$ cat src/rtl/vin_quadencoder_idx.sv
// Quadrature encoder front end: per-pin synchroniser and glitch filter, 4x decode,
// index capture with enable/done handshake, and a sticky illegal-transition flag.
module vin_quadencoder_idx #(
    parameter int WIDTH          = 32,
    parameter int FILTER         = 3,
    parameter int INVERT         = 0,
    parameter int RESET_ON_INDEX = 1
) (
    input  logic             clk,
    input  logic             rst_n,
    input  logic             quadA,
    input  logic             quadB,
    input  logic             quadZ,
    input  logic             index_enable,
    input  logic             err_clear,
    output logic [WIDTH-1:0] pos,
    output logic [WIDTH-1:0] index_pos,
    output logic             index_done,
    output logic             err
);

    localparam logic [7:0] FILTER_LAST = 8'(FILTER - 1);

    logic [2:0] pins_raw;
    logic [2:0] filt_w;

    assign pins_raw = {quadA, quadB, quadZ};

    // Bit 2 = A, bit 1 = B, bit 0 = Z; each pin gets its own sync pair and filter.
    genvar gi;
    generate
        for (gi = 0; gi < 3; gi++) begin : g_filt
            logic       s1_reg;
            logic       s2_reg;
            logic       filt_reg;
            logic [7:0] cnt_reg;

            always_ff @(posedge clk or negedge rst_n) begin
                if (!rst_n) begin
                    s1_reg   <= 1'b0;
                    s2_reg   <= 1'b0;
                    filt_reg <= 1'b0;
                    cnt_reg  <= '0;
                end else begin
                    s1_reg <= pins_raw[gi];
                    s2_reg <= s1_reg;
                    if (s2_reg == filt_reg) begin
                        cnt_reg <= '0;
                    end else if (cnt_reg == FILTER_LAST) begin
                        filt_reg <= s2_reg;
                        cnt_reg  <= '0;
                    end else begin
                        cnt_reg <= cnt_reg + 8'd1;
                    end
                end
            end

            assign filt_w[gi] = filt_reg;
        end
    endgenerate

    logic [1:0]       prev_ab_reg;
    logic             prev_z_reg;
    logic [WIDTH-1:0] pos_reg;
    logic [WIDTH-1:0] index_pos_reg;
    logic             index_done_reg;
    logic             err_reg;

    logic [1:0]       cur_ab;
    logic             fwd;
    logic             rev;
    logic             illegal;
    logic             inc;
    logic             dec;
    logic [WIDTH-1:0] step;
    logic [WIDTH-1:0] pos_next;
    logic             index_event;

    assign cur_ab = filt_w[2:1];

    always_comb begin
        fwd = ((prev_ab_reg == 2'b00) && (cur_ab == 2'b10)) ||
              ((prev_ab_reg == 2'b10) && (cur_ab == 2'b11)) ||
              ((prev_ab_reg == 2'b11) && (cur_ab == 2'b01)) ||
              ((prev_ab_reg == 2'b01) && (cur_ab == 2'b00));
        rev = ((prev_ab_reg == 2'b00) && (cur_ab == 2'b01)) ||
              ((prev_ab_reg == 2'b01) && (cur_ab == 2'b11)) ||
              ((prev_ab_reg == 2'b11) && (cur_ab == 2'b10)) ||
              ((prev_ab_reg == 2'b10) && (cur_ab == 2'b00));
        illegal = ((prev_ab_reg ^ cur_ab) == 2'b11);
        inc = (INVERT != 0) ? rev : fwd;
        dec = (INVERT != 0) ? fwd : rev;
        // A -1 step is all ones so a single adder covers both directions with wrap.
        if (inc) begin
            step = WIDTH'(1);
        end else if (dec) begin
            step = '1;
        end else begin
            step = '0;
        end
        pos_next    = pos_reg + step;
        index_event = filt_w[0] && !prev_z_reg && index_enable && !index_done_reg;
    end

    always_ff @(posedge clk or negedge rst_n) begin
        if (!rst_n) begin
            prev_ab_reg    <= 2'b00;
            prev_z_reg     <= 1'b0;
            pos_reg        <= '0;
            index_pos_reg  <= '0;
            index_done_reg <= 1'b0;
            err_reg        <= 1'b0;
        end else begin
            prev_ab_reg <= cur_ab;
            prev_z_reg  <= filt_w[0];
            if (index_event) begin
                index_pos_reg  <= pos_next;
                index_done_reg <= 1'b1;
                pos_reg        <= (RESET_ON_INDEX != 0) ? '0 : pos_next;
            end else begin
                pos_reg <= pos_next;
                if (!index_enable) begin
                    index_done_reg <= 1'b0;
                end
            end
            // Setting has priority so a same-cycle clear cannot hide a new fault.
            if (illegal) begin
                err_reg <= 1'b1;
            end else if (err_clear) begin
                err_reg <= 1'b0;
            end
        end
    end

    assign pos        = pos_reg;
    assign index_pos  = index_pos_reg;
    assign index_done = index_done_reg;
    assign err        = err_reg;

endmodule

$ cat config.mk
export PLATFORM = sky130hd
export DESIGN_NAME = vin_quadencoder_idx
export DESIGN_NICKNAME = d
export VERILOG_FILES = /design/src/rtl/vin_quadencoder_idx.sv
export SDC_FILE = /design/constraint.sdc
export NUM_CORES = 1
export LEC_CHECK = 0
export ABC_AREA = 1
export CAP_MARGIN = 30
export CORE_MARGIN = 3
export CORE_UTILIZATION = 57
export CTS_CLUSTER_DIAMETER = 150
export CTS_CLUSTER_SIZE = 30
export DETAILED_ROUTE_END_ITERATION = 8
export PLACE_DENSITY = 0.82
export SYNTH_ARGS = -nofsm -noshare
export SYNTH_HDL_FRONTEND = slang
export SYNTH_SLANG_ARGS = --single-unit
$ cat constraint.sdc
create_clock -name clk -period 3.6 [get_ports clk]
set_input_delay 0.72 -clock clk [delete_from_list [all_inputs] [get_ports clk]]
set_output_delay 0.72 -clock clk [all_outputs]
set_load 0.005 [all_outputs]
==> results of run 1 <==
## critical path, stage by stage (launching register included)
cell and delay (ps):
dfrtp_1 460, xnor2_1 300, nand2_2 130, inv_1 470
buf_4 290, ha_1 290, a21oi_1 230, nor2_1 60
nor2_1 110, nand2_1 60, a21oi_1 200, nand3_1 130
nand3_1 100, nand2_1 60
## synth_stat cells, types with 9 or more instances
library cell	count
nand2_1	287
inv_1	143
dfrtp_1	102
nor2_1	95
nand3_1	43
ha_1	37
a21oi_1	27
xnor2_1	20
nand2_2	19
o21ai_0	16
nor3_1	11
nand4_1	9
xor2_1	9
## cells in the final DEF (no fill, tap or decap), types with 4 or more instances in the layout
| master | count |
|---|---|
| xnor2_1 | 20 |
| nand3b_1 | 4 |
| inv_1 | 143 |
| buf_4 | 8 |
| nor2_1 | 95 |
| nand3_1 | 43 |
| nand3_2 | 5 |
| nand2_2 | 19 |
| ha_1 | 37 |
| o21ai_0 | 16 |
| nand4_1 | 9 |
| xor2_1 | 9 |
| nor2_2 | 6 |
| clkdlybuf4s50_1 | 71 |
| a21oi_1 | 27 |
| nand2_1 | 287 |
| o21ai_1 | 5 |
| dfrtp_1 | 102 |
| nor3_1 | 11 |
| clkbuf_8 | 9 |
## worst max path at each step
stage	cells after the start	from	end	slack, ps
after floorplan	14	g_filt[2].filt_reg	index_pos[31]	920
after global placement	13	g_filt[2].filt_reg	index_pos[29]	700
after detailed placement	13	g_filt[2].filt_reg	index_pos[29]	610
after CTS	13	g_filt[2].filt_reg	index_pos[29]	600
after global routing	16	g_filt[2].filt_reg	pos[27]	230
final	13	g_filt[2].filt_reg	index_pos[29]	600
## cells by family after synthesis
logic type / synth area share [%]
DFF: 40.67
xor gates and xnor gates: 4.306
buffers and inverters: 9.609
AOI/OAI and AO/OA: 4.665
and+or+nand+nor: 33.05
adders and majority gates: 7.695
## metrics by stage
| step | std cells | hold slack (ps) | setup slack, ps | area, sq um | util (%) |
|---|---|---|---|---|---|
| after floorplan | 870 | 331.2 | 915.5 | 6276 | - |
| after global placement | 1074 | 332.9 | 700.1 | 7171 | 68.23 |
| after detailed placement | 1074 | 337.1 | 611.7 | 7171 | 68.23 |
| after CTS | 1090 | 360.9 | 596.9 | 7362 | 70.06 |
| after global routing | 1090 | 362.7 | 227.7 | 7362 | 70.06 |
| final | 1090 | 357.2 | 604.7 | 7362 | 70.06 |
## routing by layer
layer	GRT usage (%)	vias to the layer above
met5	0	-
met4	8.374	0
met3	3.603	20
met2	38.96	121
met1	33.37	2506
li1	-	2815
## layout make-up
cell class,instances,area share (%)
Multi-Input combinational cell,611,42.51
Inverter,146,7.444
Clock buffer,9,1.683
Tap cell,136,2.311
Timing Repair Buffer,79,10.47
Clock inverter,7,0.9177
Sequential cell,102,34.67
==> impl_results.md, run 1 <==
* Final Hold Vio Count at 0
* Antenna viol nets, final at 0
* Library cells used by synthesis at 33
* Top cell type's share of synthesized area at 40.67%
* Slew @ Worst Pin at 975.5 ps
* Proportion of layout cells with a drive suffix above 1 at 6.499%
* Clock Skew at 18.67 ps
* Total CTS buffers at 9
* Reg2Reg Depth at 13
* Syn_nets at 915
* Clk sinks at 102
* Congestion Overflow GR at 0
* Data arrival, critical path at 3290 ps
* Reg2Reg Launch Point: g_filt[2].filt_reg
* Core ar. at 0.01051 sq mm
* Pin count of the biggest net entering global routing at 53
* Clock root buffer: clkbuf_8
* Drt drc at 0
* CP Capture Type: register
* Post-Syn Area at 0.006276 sq mm
* I/O Buffers at roughly 70
* Worst skew pair latency at 390 ps
* Critical path required time at about 3900 ps
* Std cell rows at 37
* Worst-path clk slew at roughly 110 ps
* Die area at 0.01231 sq mm
* Initial core utilization at 59.72%
* H-tree levels at 3
* Worst setup SP type: register
* Max Used Layer: met4
* Worst-path fanout max at 16
* Total Wirelength at 14310 um
* Number of synthesized flops with an enable pin at 0
* Pins Over Slew Limit at 0
* CTS tree: done
* CP Class: register to register
* Post-synth ARST share at 100.0%
* Metal2 WL at 6599 um
* # fillers at roughly 860
* Final setup viols at 0
* Max cap viols at 0
* First-pass DRT Iterations at 5
* Number of global-route vias before repair at 5270
* CTS-repair resized insts at 0
* DR WL/cell at around 13 um
* First-pass GRT wire length at 24480 um
* Final Critical Period at ~3000 ps
* Synthesis warning total at 0
* Post-CTS Setup Bufs at 0
* Worst reg2reg setup slack at just over 600 ps
* Die height at about 110 um
* Number of synthesized register bits at 102
* Setup_tns at 0 ps
* Hpwl dp at 11230 um
* Outcome: finished, final reports clean
* Layout area overhead at 17.30%
* Placer Congestion at 0.9261
* DR iter-0 viols at 289
* I/O pin cnt at 73
* Final Cycle Share at 83.20%
* Area occupied by multi-input gates at 0.003129 sq mm
* Mapped Cells at 870
* Metal-1 WL at 6891 um
* Min-delay worst type: input pin to async pin
* Hold buffer count at cts at 0
* Via count at 5462
* Die W at 110.9 um
* Routed vias/inst at 5.011
* Relative max-transition margin at 34.89%
* Total Routing Usage GR at 24.16%
* Antenna violations before repair at 0
* Avg Cell Area, Syn at 7.214 sq um
* Max clock buf depth at 2
* Post-layout nets at 994
* Top FF cell, synth: dfrtp_1
* Ant diodes at 0
* Reg2reg end: index_pos[29]
* Metal3 WL at between 500 and 600 um
* Synth top area cells: dfrtp_1 (41%), nand2_1 (17%), inv_1 (8.6%), ha_1 (7.4%), nor2_1 (5.7%)
* Synth area leader: dfrtp_1
* Seq/Total Area, Yosys at 40.67%
* Fmax at 333.9 MHz
* Unrepaired setup endpoints after global routing: no
* Area occupied by registers at 0.002552 sq mm
Power of run 1 is left out: the tool's default activity adds up to more than one toggle a clock period on the data nets, which glitch-free logic cannot reach.
==> run 2: changes to the inputs <==
CORE_UTILIZATION = 51   (was 57)
PLACE_DENSITY = 0.78   (was 0.82)
clock period = 2.4 ns   (was 3.6 ns; I/O delays follow)
==> run 2 against run 1 <==
The run now ends with setup timing left. Critical endpoint is now pos[28]. Register-to-register slack worse by 660 ps. Cell area is 11% higher. Fmax increased by 22%. Die area grew 11%. Global-route usage is 0.31 points lower. First-iteration DRC count grew 33%. Via count grew 4.9%. Sequential cell count is the same. Non-clock buffer count rose by 28. Setup slack lost 660 ps. Hold slack got worse by 290 ps.
==> impl_results.md, run 2 (synthesis results as in run 1) <==
* Outcome: finished, violations left
* Failing checks: setup timing
* Final setup viols at 19 (+19)
* Setup_tns at -519.7 ps (-519.7 ps)
* Unrepaired setup endpoints after global routing: yes
* # fillers at 947 (+9.7%)
* Post-layout nets at 1022 (+2.8%)
* Antenna violations before repair at 0 (unchanged)
* Worst setup SP type: register
* Hold WS at 69.84 ps (-287.3 ps)
* Slew @ Worst Pin at 505.3 ps (-470.2 ps)
* Commonest non-fill, non-tap cell in the layout: nand2_1
* Antenna viol nets, final at 0 (unchanged)
* Commonest cells after routing, fill and taps aside: nand2_1 (278), inv_1 (140), dfrtp_1 (102)
* CP Class: register to register
* Worst reg2reg setup slack at -60 ps (-660 ps)
* Area occupied by multi-input gates at 0.003501 sq mm (+12%)
* Placer Congestion at 0.9150 (-1.2%)
* CP Capture Type: register
* CTS tree: done
* Proportion of layout cells with a drive suffix above 1 at 15.89% (+9.4 points)
* Fmax at 407.0 MHz (+22%)
* Layout area overhead at 29.98%
* DR iter-0 viols at 385 (+33%)
* Final worst slack at -57.24 ps (-661.9 ps)
* Pins Over Slew Limit at 0 (unchanged)
* Worst skew pair latency at 350 ps (-40 ps)
* Number of global-route vias before repair at 5657 (+7.3%)
* I/O Buffers at 72 (unchanged)
* Clock Skew at 7.402 ps (-11.27 ps)
* Final Cycle Share at 102.4% (+19 points)
* Pin count of the biggest net entering global routing at 50 (-5.7%)
* Reg2Reg Depth at 14 (+1)
* Final Hold Vio Count at 0 (unchanged)
* Reg2reg end: pos[28]
* Clk sinks at 102 (unchanged)
* Ant diodes at 0 (unchanged)
* Worst-path fanout max at 20 (+4)
* Die W at 116.9 um (+5.4%)
* I/O pin cnt at 73 (unchanged)
* Max clock buf depth at 2 (unchanged)
* Critical path required time at 2630 ps (-1260 ps)
* Worst-path clk slew at 70 ps (-40 ps)
* Std cell rows at 39 (+5.4%)
* Hpwl dp at 11270 um (+0.41%)
* Total Wirelength at 15390 um (+7.5%)
* Relative max-transition margin at 66.31% (+31 points)
* Via count at 5728 (+4.9%)
* Area occupied by registers at 0.002552 sq mm (unchanged)
* Min-delay worst type: input pin to async pin
* Total CTS buffers at 9 (unchanged)
* Max cap viols at 0 (unchanged)
* Final Cell Area at 0.008158 sq mm (+11%)
* Initial core utilization at 53.59% (-6.1 points)
* Clock root buffer: clkbuf_16
* Reg2Reg Launch Point: prev_ab_reg[1]
* Congestion Overflow GR at 0 (unchanged)
* Die height at 116.9 um (+5.4%)
* DR WL/cell at 13.68 um (+4.2%)
* Data arrival, critical path at 2690 ps (-600 ps)
* Total Routing Usage GR at 23.85% (-0.31 points)
* First-pass GRT wire length at 25790 um (+5.4%)
* Drt drc at 0 (unchanged)
* First-pass DRT Iterations at 5 (unchanged)
* H-tree levels at 3 (unchanged)
* Final Core Density at 69.66% (-0.40 points)
* Post-DP Area at 0.007446 sq mm (+3.8%)
* Die area at 0.01367 sq mm (+11%)
* Final Critical Period at 2457 ps (-538.1 ps)
* Routed vias/inst at 5.092 (+1.6%)
* Core ar. at 0.01171 sq mm (+11%)
[run 2: worst max path at each step]
stage | to | depth (start not counted) | slack (ps) | start
3_5_place_dp | pos[28] | 16 | -150 | prev_ab_reg[0]
2_1_floorplan | index_pos[29] | 14 | -140 | g_filt[1].filt_reg
6_report | pos[28] | 14 | -60 | prev_ab_reg[1]
5_1_grt | pos[21] | 16 | -280 | prev_ab_reg[1]
4_1_cts | index_pos[27] | 14 | -60 | prev_ab_reg[1]
3_3_place_gp | index_pos[28] | 16 | -50 | prev_ab_reg[0]
[run 2: cell type report]
class / instances / share of cell area, %
multi-input combinational: 611 / 42.91
sequential: 102 / 31.29
timing repair buffer: 107 / 12.79
inverter: 146 / 6.764
clock buffer: 10 / 2.807
tap: 143 / 2.193
clock inverter: 6 / 1.242
[run 2: stage by stage]
step / std cells / setup slack [ps]
3_5_place_dp: 1106 / -145.7
4_1_cts: 1122 / -57.32
5_1_grt: 1125 / -276.8
6_report: 1125 / -57.24
2_1_floorplan: 870 / -141.1
3_3_place_gp: 1106 / -45.01
[run 2: worst max-delay path, cell delays in order, from the launching register on]
cell	delay (ps)
dfrtp_1	410
xor2_2	190
nand2_2	100
clkinvlp_4	140
buf_12	200
ha_2	390
nand2_1	140
nor2_2	180
nand2_1	100
nor2_1	110
nand2_1	90
nand2_1	80
nand2_1	70
nand2_1	80
nor2_1	50
[run 2: repair_timing]
item | CTS | global route
gates resized for setup | 41 | 30
setup endpoints to repair | 37 | 50
pin swaps | 3 | 0
hold buffers | 0 | 0
buffers inserted | 0 | 3
[run 2: routing by layer]
layer | track usage [%] | up-vias | share of wire (%)
met2 | 38.41 | 154 | 47
met1 | 32.72 | 2660 | 46
met5 | 0 | - | 0
met4 | 9.327 | 0 | 2.4
met3 | 3.393 | 29 | 4.7
li1 | - | 2885 | -
Power of run 2 is left out for the same reason.
